==> src/rtl/ifmap_stream_dma.sv <==
// Stream-side DMA for the ping-pong ifmap buffer: SRAM->stream loader and stream->SRAM drainer.
// Optional `IFMAP_DMA_STALL_CNT_EN adds tx_stall_cnt (cycles of m_valid && !m_ready).
module ifmap_stream_dma #(
  parameter int DATA_WIDTH = 32,
  parameter int ADDR_WIDTH = 16,
  parameter int LEN_WIDTH  = 16
) (
  input  logic                  clk,
  input  logic                  rst,
  input  logic                  load_start,
  input  logic [ADDR_WIDTH-1:0] load_base,
  input  logic [LEN_WIDTH-1:0]  load_len,
  input  logic                  drain_start,
  input  logic [ADDR_WIDTH-1:0] drain_base,
  input  logic [LEN_WIDTH-1:0]  drain_len,
  output logic                  mem_rd_en,
  output logic [ADDR_WIDTH-1:0] mem_rd_addr,
  input  logic [DATA_WIDTH-1:0] mem_rd_data,
  output logic                  mem_wr_en,
  output logic [ADDR_WIDTH-1:0] mem_wr_addr,
  output logic [DATA_WIDTH-1:0] mem_wr_data,
  output logic [DATA_WIDTH-1:0] m_data,
  output logic                  m_valid,
  output logic                  m_last,
  input  logic                  m_ready,
  input  logic [DATA_WIDTH-1:0] s_data,
  input  logic                  s_valid,
  input  logic                  s_last,
  output logic                  s_ready,
  output logic                  load_busy,
  output logic                  load_done,
  output logic                  drain_busy,
  output logic                  drain_done,
  output logic                  drain_err
`ifdef IFMAP_DMA_STALL_CNT_EN
  ,
  output logic [15:0]           tx_stall_cnt
`endif
);

  typedef enum logic [1:0] {L_IDLE = 2'd0, L_FILL = 2'd1, L_SEND = 2'd2} load_state_t;
  typedef enum logic {D_IDLE = 1'b0, D_RUN = 1'b1} drain_state_t;

  // ---------------- loader ----------------
  load_state_t           l_state, l_next;
  logic [ADDR_WIDTH-1:0] rd_ptr_addr;
  logic [LEN_WIDTH-1:0]  issue_left, beat_left;
  logic                  inflight;
  logic [DATA_WIDTH-1:0] fifo_mem [2];
  logic                  fifo_wr_ptr, fifo_rd_ptr;
  logic [1:0]            fifo_cnt;
  logic [2:0]            fifo_occ;
  logic                  load_accept, pop, issue;

  assign load_accept = load_start && (l_state == L_IDLE);
  assign m_valid     = (l_state == L_SEND);
  assign pop         = m_valid && m_ready;
  assign m_data      = fifo_mem[fifo_rd_ptr];
  assign m_last      = m_valid && (beat_left == LEN_WIDTH'(1));
  assign load_busy   = (l_state != L_IDLE);

  // Occupancy counts words already returning from SRAM, so the 2-entry FIFO never overflows.
  assign fifo_occ    = {1'b0, fifo_cnt} + {2'b00, inflight} - {2'b00, pop};
  assign issue       = load_busy && (issue_left != '0) && (fifo_occ < 3'd2);
  assign mem_rd_en   = issue;
  assign mem_rd_addr = issue ? rd_ptr_addr : '0;

  always_comb begin
    // NOTE: default first so every path assigns l_next and no latch is inferred.
    l_next = l_state;
    case (l_state)
      L_IDLE:  if (load_start && load_len != '0) l_next = L_FILL;
      L_FILL:  if (fifo_cnt == 2'd2 || LEN_WIDTH'(fifo_cnt) == beat_left) l_next = L_SEND;
      L_SEND:  if (pop && m_last) l_next = L_IDLE;
      default: l_next = L_IDLE;
    endcase
  end

  // NOTE: the two FIFO words are reset too; they are tiny and m_data must read 0 after reset.
  always_ff @(posedge clk or posedge rst) begin
    if (rst) begin
      l_state     <= L_IDLE;
      load_done   <= 1'b0;
      rd_ptr_addr <= '0;
      issue_left  <= '0;
      beat_left   <= '0;
      inflight    <= 1'b0;
      fifo_mem[0] <= '0;
      fifo_mem[1] <= '0;
      fifo_wr_ptr <= 1'b0;
      fifo_rd_ptr <= 1'b0;
      fifo_cnt    <= 2'd0;
    end else begin
      // NOTE: non-blocking assignments so every register samples pre-edge values.
      l_state   <= l_next;
      load_done <= (load_accept && load_len == '0) || (pop && m_last);
      inflight  <= issue;
      if (load_accept) begin
        rd_ptr_addr <= load_base;
        issue_left  <= load_len;
        beat_left   <= load_len;
      end else begin
        if (issue) begin
          rd_ptr_addr <= rd_ptr_addr + 1'b1;
          issue_left  <= issue_left - 1'b1;
        end
        if (pop) beat_left <= beat_left - 1'b1;
      end
      if (inflight) begin
        fifo_mem[fifo_wr_ptr] <= mem_rd_data;
        fifo_wr_ptr           <= ~fifo_wr_ptr;
      end
      if (pop) fifo_rd_ptr <= ~fifo_rd_ptr;
      fifo_cnt <= fifo_cnt + {1'b0, inflight} - {1'b0, pop};
    end
  end

`ifdef IFMAP_DMA_STALL_CNT_EN
  always_ff @(posedge clk or posedge rst) begin
    if (rst)                                            tx_stall_cnt <= 16'h0000;
    else if (load_accept)                               tx_stall_cnt <= 16'h0000;
    else if (m_valid && !m_ready && tx_stall_cnt != 16'hFFFF) tx_stall_cnt <= tx_stall_cnt + 16'h0001;
  end
`endif

  // ---------------- drainer ----------------
  drain_state_t          d_state, d_next;
  logic [ADDR_WIDTH-1:0] drain_base_r;
  logic [LEN_WIDTH-1:0]  drain_len_r, wr_cnt, wr_cnt_next;
  logic                  drain_accept, beat, finish, early;

  assign drain_accept = drain_start && (d_state == D_IDLE);
  assign s_ready      = (d_state == D_RUN);
  assign drain_busy   = s_ready;
  assign beat         = s_valid && s_ready;
  assign wr_cnt_next  = wr_cnt + {{(LEN_WIDTH-1){1'b0}}, beat};
  // Completion wins over s_last in the same cycle: an end marker on the final beat is normal.
  assign finish       = s_ready && (wr_cnt_next == drain_len_r);
  assign early        = s_ready && !finish && s_last;
  assign mem_wr_en    = beat;
  assign mem_wr_addr  = beat ? drain_base_r + ADDR_WIDTH'(wr_cnt) : '0;
  assign mem_wr_data  = beat ? s_data : '0;

  always_comb begin
    d_next = d_state;
    case (d_state)
      D_IDLE: if (drain_accept && drain_len != '0) d_next = D_RUN;
      D_RUN:  if (finish || early) d_next = D_IDLE;
    endcase
  end

  always_ff @(posedge clk or posedge rst) begin
    if (rst) begin
      d_state      <= D_IDLE;
      drain_base_r <= '0;
      drain_len_r  <= '0;
      wr_cnt       <= '0;
      drain_done   <= 1'b0;
      drain_err    <= 1'b0;
    end else begin
      d_state    <= d_next;
      drain_done <= (drain_accept && drain_len == '0) || finish || early;
      if (drain_accept) begin
        drain_base_r <= drain_base;
        drain_len_r  <= drain_len;
        wr_cnt       <= '0;
        drain_err    <= 1'b0;
      end else begin
        wr_cnt <= wr_cnt_next;
        if (early) drain_err <= 1'b1;
      end
    end
  end

endmodule

==> config.mk <==
export PLATFORM = sky130hd
export DESIGN_NAME = ifmap_stream_dma
export DESIGN_NICKNAME = d
export VERILOG_FILES = /design/src/rtl/ifmap_stream_dma.sv
export SDC_FILE = /design/constraint.sdc
export NUM_CORES = 1
export LEC_CHECK = 0
export CORE_MARGIN = 2
export CORE_UTILIZATION = 30
export CTS_CLUSTER_SIZE = 8
export DETAILED_ROUTE_END_ITERATION = 12
export GPL_TIMING_DRIVEN = 0
export SLEW_MARGIN = 20
export SYNTH_ARGS = -nofsm -noshare
export SYNTH_HDL_FRONTEND = slang
export SYNTH_SLANG_ARGS = --single-unit
==> constraint.sdc <==
create_clock -name clk -period 6.4 [get_ports clk]
set_input_delay 1.28 -clock clk [delete_from_list [all_inputs] [get_ports clk]]
set_output_delay 1.28 -clock clk [all_outputs]
set_load 0.02 [all_outputs]
==> results of run 1 <==
[state kept, by name, indices dropped and copies added (netlist names), 2 cells and up]
signal,flops
wr_cnt,16
l_state,2
drain_base_r,16
issue_left,16
drain_len_r,16
fifo_cnt,2
fifo_mem,64
beat_left,16
rd_ptr_addr,16
[layout make-up]
cell class / instances / share of cell area [%]
plain buffers: 39 / 1.34
clock buffers: 21 / 3.68
clock inverters: 11 / 0.852
inverters: 26 / 0.823
multi-input cells: 621 / 36.8
flip-flops and latches: 171 / 33.5
well taps: 396 / 3.88
repair buffers: 241 / 19.1
[worst paths after layout]
check                            start               to  slack (ns)  cells past startpoint
min in group asynchronous          rst     fifo_mem[39]        1.32                      2
hold reg to reg            fifo_wr_ptr      fifo_wr_ptr        0.50                      1
setup / recovery               m_ready  mem_rd_addr[10]        0.33                     15
hold / removal             fifo_wr_ptr      fifo_wr_ptr        0.50                      1
setup reg to reg            l_state[1]   rd_ptr_addr[2]        2.77                     15
max in group asynchronous          rst    issue_left[7]        4.20                      3
[what timing repair did]
item	4_1_cts	5_1_grt
endpoints found under the hold margin	0	0
resized for setup	2	9
buffers inserted	0	0
setup endpoints to repair	14	17
pin swaps	0	0
[cell families (layout without fill, tap and decap cells)]
group / count (synthesis) / count (layout)
xor+xnor: 53 / 53
fa+ha+maj: 25 / 25
mux: 130 / 130
simple gates: 281 / 281
compound gates: 132 / 132
flops: 171 / 171
buf+inv: 65 / 338
[metal layers]
| layer | vias up | GRT usage, % |
|---|---|---|
| met2 | 191 | 25.7 |
| li1 | 3634 | - |
| met4 | 0 | 4.26 |
| met5 | - | 0 |
| met1 | 3613 | 21.4 |
| met3 | 27 | 4.62 |
[critical path, stage by stage]
cell and delay (ns):
clkdlybuf4s50_1 0.56, nand2_2 0.18, inv_1 0.16, ha_1 0.24, inv_1 0.05, ha_1 0.13, inv_1 0.05, fa_1 0.37
xnor2_1 0.16, nand3_1 0.18, a21o_1 0.26, inv_1 0.16, clkbuf_4 0.24, and2_1 0.15, clkdlybuf4s50_1 0.62
[cells in the final DEF (no fill, tap or decap), types with 4 or more instances in the layout]
cell | Yosys | routed
clkbuf_1 | 24 | 23
clkdlybuf4s50_1 | 0 | 236
a221o_1 | 6 | 6
dlymetal6s2s_1 | 0 | 4
nor2_1 | 56 | 56
buf_1 | 10 | 10
o311ai_0 | 10 | 10
clkbuf_16 | 0 | 17
xor2_1 | 25 | 25
and2_1 | 18 | 18
or3_1 | 9 | 9
mux2_2 | 128 | 128
nand3_1 | 17 | 17
nand4_1 | 8 | 8
inv_1 | 26 | 25
a21oi_1 | 17 | 17
o211ai_1 | 18 | 18
nor4_1 | 13 | 13
a21o_1 | 8 | 8
nor3b_1 | 6 | 6
nor2b_1 | 6 | 6
ha_1 | 23 | 23
dfrtp_1 | 171 | 171
inv_6 | 0 | 4
o21ai_0 | 37 | 37
nand2_1 | 67 | 66
xnor2_1 | 23 | 23
nand2b_1 | 4 | 4
and3_1 | 48 | 48
a31oi_1 | 8 | 8
nor3_1 | 15 | 15
[where the power goes]
part | internal, mW | leakage, nW | total, mW | switching [mW]
sequential | 1.14 | 2.23 | 1.19 | 0.0466
clock | 0.574 | 0.279 | 1.02 | 0.451
combinational | 0.258 | 3.15 | 0.467 | 0.208
total | 1.98 | 5.65 | 2.68 | 0.706
==> out/qor.txt, run 1 <==
Multi-input gate area: 4700 um2
Area growth syn-to-layout: 38.2%
Status: complete, no violations
CTS tree: done
DR vias/cell: 4.89
Max layer used: met4
Count leader, synth: dfrtp_1
Synthesized flop and latch total: 171
Number of core rows: 64
Num CTS Buffers: 17
DRT antenna net count: 0
Placer Congestion: 0.819
Min Hold Slack: 0.495 ns
Core Area: 30400 um2
Initial antenna violation count: 0
Largest net degree at the start of global routing: 93
Register area share after synthesis: 46.3%
Leak Pwr: 5.65 nW
Synth cell count leaders: 171 x dfrtp_1, 128 x mux2_2, 67 x nand2_1
Worst Tran Pin Value: 0.666 ns
Setup TNS: 0 ns
Final Hold Viols: 0
Post-synth EDFFs: 0
Chip Height: 179 um
DR WL met3: 1.55 mm
Design Power: 2.68 mW
First-pass GRT wire length: 42.3 mm
DR vias: 7465
Met2 wire length: 11.7 mm
Critical path class: input port to primary output
Overall routed net length: 25.4 mm
CTS Sinks: 171
Synth Area in XOR/XNOR: 5.80%
Layout cell share with drive strength beyond 1: 15.8%
Post-layout minimum cycle time: 6.07 ns
Root Driver: clkbuf_16
Pwr Density: 210 nW/um2
Maxcap violations: 0
Area share of the largest cell type after synthesis: 46.3%
Syn avg cell area: 10.8 um2
Clock Path Buffers: 2
Startpoint Class: input port
Met1 wire length: 11.7 mm
Routed WL per cell: 16.6 um
Starting Density: 30.4%
CP Capture Type: primary output
Setup ws final: 0.328 ns
Die width: 179 um
Fin crit share: 94.9%
Reg clk slew, reported paths: 0.06 ns
Final setup viols: 0
Simple logic cell fraction of the synthesized area: 16.0%
I/O pins: 241
Syn_nets: 1017
Unique masters post-synth: 63
Max Freq: 165 MHz
Max Slew Vio Count: 0
Synth area leaders: dfrtp_1 46%, mux2_2 16%, and3_1 3.3%
Yosys top cell by area: dfrtp_1
Main flop type after synthesis: dfrtp_1
Placed insts: 1494
Iteration-0 DRC Markers: 284
FF/Latch Area: 4280 um2
RSZ-0062 raised after global routing: false
Adder-cell share of the synthesized area: 3.55%
ANT cells: 0
Complex-gate fraction of the synthesized area: 9.68%
Slew headroom: 55.6%
Synth Instances: 857
Detail Placement HPWL: 19.1 mm
Port buffer count: 240
H-tree levels: 4
Post-synthesis mux area share: 15.8%
Final cell count without fillers: 1526
Syn. warnings: 0
DP Area: 12200 um2
Hold WC Path Type: flip-flop to flip-flop
Fin area: 12800 um2
GRT overflow: 0
Worst-Skew Late Latency: 0.43 ns
CP max FO: 11
Total GRT Usage: 16.1%
Max VDD drop: 0.138 mV
WP data arrival: 4.79 ns
Worst path required time: 5.12 ns
# DRC: 0
Final Skew: 0.0121 ns
Final net count: 1277
Cell Area, Synth: 9240 um2
Total iterations of the first detailed-routing run: 4
Vias in the first global route: 7833
Fillers: 2942
Final core utilization: 42.0%
Combinational family with the most area after synthesis: simple AND/OR/NAND/NOR gates
Pre-CTS WS: -0.117 ns
Synth async-reset ratio: 100%
Die area: 32200 um2
Hold Buf Count CTS: 0
Note: power is estimated with default switching activity, not from simulation.
==> inputs of run 2 (changes only) <==
--- a/config.mk
+++ b/config.mk
@@ -10,6 +10,7 @@
 export CTS_CLUSTER_SIZE = 8
 export DETAILED_ROUTE_END_ITERATION = 12
 export GPL_TIMING_DRIVEN = 0
+export PLACE_DENSITY = 0.56
 export SLEW_MARGIN = 20
 export SYNTH_ARGS = -nofsm -noshare
 export SYNTH_HDL_FRONTEND = slang
==> out/qor.txt, run 2 (synthesis gave the netlist of run 1 again) <==
DP Area: 12200 um2 (unchanged)
Fin area: 12800 um2 (about the same)
Maxcap violations: 0 (unchanged)
Port buffer count: 240 (unchanged)
Pwr Density: 212 nW/um2 (+0.90%)
Routed WL per cell: 17.1 um (+2.6%)
Initial antenna violation count: 0 (unchanged)
Die area: 32200 um2 (unchanged)
Largest net degree at the start of global routing: 90 (-3.2%)
ANT cells: 0 (unchanged)
Startpoint Class: input port
H-tree levels: 4 (unchanged)
Fin crit share: 95.8% (+0.89 points)
Commonest non-fill, non-tap cell in the layout: clkdlybuf4s50_1
Critical path class: input port to primary output
I/O pins: 241 (unchanged)
Chip Height: 179 um (unchanged)
Worst Tran Pin Value: 0.676 ns (+0.0102 ns)
Most flop-heavy register: fifo_mem
Hold WC Path Type: flip-flop to flip-flop
Leak Pwr: 5.59 nW (-1.2%)
Fillers: 2978 (+1.2%)
Critical-path cell list: clkdlybuf4s50_1, nand2_2, inv_1, ha_1, inv_1, ha_1, inv_1, fa_1, xnor2_1, nand3_1, a21o_1, inv_1, clkbuf_2, and2_1, clkdlybuf4s50_1
Placer Congestion: 0.798 (-2.5%)
Pre-CTS WS: -0.118 ns (-0.00143 ns)
Max Slew Vio Count: 0 (unchanged)
Final Skew: 0.0114 ns (-0.000701 ns)
GRT overflow: 0 (unchanged)
Hold Buf Count CTS: 0 (unchanged)
DRT antenna net count: 0 (unchanged)
Status: complete, no violations
CTS tree: done
Iteration-0 DRC Markers: 247 (-13%)
Final Hold Viols: 0 (unchanged)
Worst path slowest cell: clkdlybuf4s50_1
Num CTS Buffers: 17 (unchanged)
Slew headroom: 53.8% (-1.8 points)
DR vias: 7495 (+0.40%)
Most Frequent Cell on Critical Path: inv_1
Area growth syn-to-layout: 38.3% (about the same)
Post-layout minimum cycle time: 6.13 ns (+0.0569 ns)
Root Driver: clkbuf_16
Slowest stage delay, CP: 0.61 ns (about the same)
Post-CTS Setup Inserts: 0 (unchanged)
Overall routed net length: 26.1 mm (+2.6%)
Min Hold Slack: 0.497 ns (+0.00193 ns)
Max VDD drop: 0.156 mV (+13%)
Starting Density: 30.4% (unchanged)
WP data arrival: 4.85 ns (+0.06 ns)
Vias in the first global route: 7833 (unchanged)
Detail Placement HPWL: 19.6 mm (+2.6%)
Total iterations of the first detailed-routing run: 4 (unchanged)
CP Capture Type: primary output
Critical path's top delay family: buffers and inverters
First-pass GRT wire length: 42.5 mm (+0.47%)
Commonest cells after routing, fill and taps aside: 240 x clkdlybuf4s50_1, 171 x dfrtp_1, 128 x mux2_2
Final net count: 1277 (unchanged)
DR vias/cell: 4.91 (+0.40%)
Cts repair resizes: 2 (unchanged)
Layout cell share with drive strength beyond 1: 15.8% (+0.088 points)
Setup TNS: 0 ns (unchanged)
RSZ-0062 raised after global routing: false
Die width: 179 um (unchanged)
Setup ws final: 0.271 ns (-0.0569 ns)
Reg clk slew, reported paths: 0.07 ns (about the same)
CP max FO: 10 (-1)
Worst-Skew Late Latency: 0.44 ns (about the same)
Largest register FFs: 64 (unchanged)
# DRC: 0 (unchanged)
Clock Path Buffers: 2 (unchanged)
Final setup viols: 0 (unchanged)
CP bufs+invs: 7 (unchanged)
Number of core rows: 64 (unchanged)
CTS Sinks: 171 (unchanged)
Total GRT Usage: 16.3% (+0.25 points)
Worst path required time: 5.12 ns (about the same)
Final core utilization: 42.0% (about the same)
Max Freq: 163 MHz (-0.93%)
Core Area: 30400 um2 (unchanged)
## run 2: cell count changes in the layout (fill, tap and decap cells not counted), moves of 3 or more
cell             change
clkbuf_8             -3
clkinv_8             +4
inv_8                +4
clkinv_4             +3
clkdlybuf4s50_1      +4
dlymetal6s2s_1       -4
## run 2: per-layer routing
| metal | vias to the layer above | share of wire, % | wire [um] | GRT usage (%) |
|---|---|---|---|---|
| li1 | 3629 | - | - | - |
| met1 | 3642 | 46 | 11900 | 21.4 |
| met2 | 209 | 47 | 12200 | 26.3 |
| met3 | 15 | 6.9 | 1800 | 5.43 |
| met4 | 0 | 0.77 | 201 | 3.35 |
| met5 | - | 0 | 0 | 0 |
## run 2: where the power goes
part	internal, mW	leakage (nW)	switching, mW
clock network	0.527	0.289	0.519
logic	0.258	3.07	0.211
registers	1.14	2.23	0.0496
total	1.93	5.59	0.779
## run 2: final timing paths
| check | from | end | slack, ns | cells past startpoint |
|---|---|---|---|---|
| max | m_ready | mem_rd_addr[0] | 0.27 | 15 |
| min reg2reg | fifo_wr_ptr | fifo_wr_ptr | 0.50 | 1 |
| min in group asynchronous | rst | rd_ptr_addr[13] | 1.31 | 2 |
| min | fifo_wr_ptr | fifo_wr_ptr | 0.50 | 1 |
| max reg2reg | l_state[1] | issue_left[14] | 2.71 | 16 |
| max in group asynchronous | rst | wr_cnt[6] | 4.26 | 3 |
## run 2: cell type report
| class | instances | area [um2] | share of cell area, % |
|---|---|---|---|
| clock buffer | 17 | 425 | 3.33 |
| multi-input combinational | 621 | 4700 | 36.8 |
| buffer | 39 | 166 | 1.30 |
| tap | 396 | 495 | 3.88 |
| sequential | 171 | 4280 | 33.5 |
| clock inverter | 15 | 173 | 1.35 |
| inverter | 26 | 105 | 0.823 |
| timing repair buffer | 241 | 2430 | 19.0 |
## run 2: stage by stage
stage               power (mW)  std cells
floorplan                 1.47        857
global placement          1.68       1493
detailed placement        1.69       1494
CTS                       2.74       1526
global route              2.84       1526
finish                    2.71       1526
==> inputs of run 3 (changes only) <==
--- a/config.mk
+++ b/config.mk
@@ -11,7 +11,6 @@
 export DETAILED_ROUTE_END_ITERATION = 12
 export GPL_TIMING_DRIVEN = 0
 export PLACE_DENSITY = 0.56
-export SLEW_MARGIN = 20
 export SYNTH_ARGS = -nofsm -noshare
 export SYNTH_HDL_FRONTEND = slang
 export SYNTH_SLANG_ARGS = --single-unit
==> out/qor.txt, run 3 (synthesis gave the netlist of run 1 again) <==
CP max FO: 10 (unchanged)
Worst-Skew Late Latency: 0.44 ns (about the same)
Total iterations of the first detailed-routing run: 4 (unchanged)
Worst path slowest cell: clkdlybuf4s50_1
Clock Path Buffers: 2 (unchanged)
Leak Pwr: 5.59 nW (unchanged)
Largest net degree at the start of global routing: 90 (unchanged)
Area growth syn-to-layout: 38.3% (unchanged)
Num CTS Buffers: 17 (unchanged)
Placed insts: 1494 (unchanged)
Hold Buf Count CTS: 0 (unchanged)
Fillers: 2978 (unchanged)
Number of core rows: 64 (unchanged)
Max Slew Vio Count: 0 (unchanged)
Commonest non-fill, non-tap cell in the layout: clkdlybuf4s50_1
ANT cells: 0 (unchanged)
Layout cell share with drive strength beyond 1: 15.8% (unchanged)
Startpoint Class: input port
DR vias/cell: 4.91 (unchanged)
Reg clk slew, reported paths: 0.07 ns (about the same)
CTS Sinks: 171 (unchanged)
Status: complete, no violations
Slowest stage delay, CP: 0.61 ns (about the same)
Commonest cells after routing, fill and taps aside: 240 x clkdlybuf4s50_1, 171 x dfrtp_1, 128 x mux2_2
Fin crit share: 95.8% (unchanged)
Die area: 32200 um2 (unchanged)
Largest register FFs: 64 (unchanged)
Starting Density: 30.4% (unchanged)
Critical path class: input port to primary output
Hold WC Path Type: flip-flop to flip-flop
Vias in the first global route: 7833 (unchanged)
Slew headroom: 53.8% (unchanged)
Overall routed net length: 26.1 mm (unchanged)
DR vias: 7495 (unchanged)
Post-layout minimum cycle time: 6.13 ns (unchanged)
Root Driver: clkbuf_16
Post-CTS Setup Inserts: 0 (unchanged)
Maxcap violations: 0 (unchanged)
CP Capture Type: primary output
Multi-input gate area: 4700 um2 (unchanged)
Final core utilization: 42.0% (unchanged)
WP data arrival: 4.85 ns (about the same)
Final Hold Viols: 0 (unchanged)
# DRC: 0 (unchanged)
Final net count: 1277 (unchanged)
Critical-path cell list: clkdlybuf4s50_1, nand2_2, inv_1, ha_1, inv_1, ha_1, inv_1, fa_1, xnor2_1, nand3_1, a21o_1, inv_1, clkbuf_2, and2_1, clkdlybuf4s50_1
Routed WL per cell: 17.1 um (unchanged)
Detail Placement HPWL: 19.6 mm (unchanged)
DRT antenna net count: 0 (unchanged)
Core Area: 30400 um2 (unchanged)
RSZ-0062 raised after global routing: false
CP bufs+invs: 7 (unchanged)
Max VDD drop: 0.156 mV (unchanged)
Most flop-heavy register: fifo_mem
Final setup viols: 0 (unchanged)
I/O pins: 241 (unchanged)
GRT overflow: 0 (unchanged)
Total GRT Usage: 16.3% (unchanged)
Final cell count without fillers: 1526 (unchanged)
Worst path required time: 5.12 ns (about the same)
Die width: 179 um (unchanged)
Max Freq: 163 MHz (unchanged)
FF/Latch Area: 4280 um2 (unchanged)
CTS tree: done
Final Skew: 0.0114 ns (unchanged)
Worst Tran Pin Value: 0.676 ns (unchanged)
Most Frequent Cell on Critical Path: inv_1
Critical path's top delay family: buffers and inverters
Pwr Density: 212 nW/um2 (unchanged)
Placer Congestion: 0.798 (unchanged)
Chip Height: 179 um (unchanged)
Initial antenna violation count: 0 (unchanged)
Port buffer count: 240 (unchanged)
First-pass GRT wire length: 42.5 mm (unchanged)
Iteration-0 DRC Markers: 247 (unchanged)
H-tree levels: 4 (unchanged)
[run 3: where the power goes]
part	leakage [nW]	switching (mW)	total, mW	internal [mW]
logic	3.07	0.211	0.468	0.258
clock network	0.289	0.519	1.05	0.527
registers	2.23	0.0496	1.19	1.14
total	5.59	0.779	2.71	1.93
[run 3: area by class of cell]
type                       instances  area share, %
buffer                            39           1.30
inverter                          26          0.823
timing repair buffer             241           19.0
sequential                       171           33.5
clock buffer                      17           3.33
multi-input combinational        621           36.8
tap                              396           3.88
clock inverter                    15           1.35
[run 3: worst paths after layout]
| check | depth (start not counted) | slack (ns) | startpoint | endpoint |
|---|---|---|---|---|
| setup / recovery | 15 | 0.27 | m_ready | mem_rd_addr[0] |
| hold / removal | 1 | 0.50 | fifo_wr_ptr | fifo_wr_ptr |
| setup reg to reg | 16 | 2.71 | l_state[1] | issue_left[14] |
| hold reg to reg | 1 | 0.50 | fifo_wr_ptr | fifo_wr_ptr |
| max in group asynchronous | 3 | 4.26 | rst | wr_cnt[6] |
| min in group asynchronous | 2 | 1.31 | rst | rd_ptr_addr[13] |
[run 3: repair_timing]
item | CTS | global route
endpoints found under the hold margin | 0 | 0
gates resized for setup | 2 | 1
endpoints found under the setup margin | 14 | 15
[run 3: stage by stage]
stage | instance area (um2) | setup TNS, ns | total power [mW] | worst slack [ns] | hold slack, ns
2_1_floorplan | 9240 | 0 | 1.47 | 0.488 | 0.463
3_3_place_gp | 12100 | -383.48 | 1.68 | -2.25 | 0.477
3_5_place_dp | 12200 | -0.915 | 1.69 | -0.118 | 0.485
4_1_cts | 12800 | 0 | 2.74 | 0.0764 | 0.500
5_1_grt | 12800 | 0 | 2.84 | 0.0376 | 0.520
6_report | 12800 | 0 | 2.71 | 0.271 | 0.497
[run 3: routing by layer]
layer / vias up / GRT usage (%) / wire length [um] / share of wire, %
li1: 3629 / - / - / -
met1: 3642 / 21.4 / 11900 / 46
met2: 209 / 26.3 / 12200 / 47
met3: 15 / 5.43 / 1800 / 6.9
met4: 0 / 3.35 / 201 / 0.77
met5: - / 0 / 0 / 0
[run 3: worst register-to-register path, stage by stage (launching register included)]
cell and delay (ns):
dfrtp_1 0.39, nor2b_1 0.36, nand2_2 0.24, inv_1 0.17, ha_1 0.24, inv_1 0.05
ha_1 0.13, inv_1 0.05, fa_1 0.37, xnor2_1 0.16, nand3_1 0.17, a21o_1 0.26
inv_1 0.16, clkbuf_2 0.29, nor2_2 0.14, o21ai_0 0.21, o311ai_0 0.16
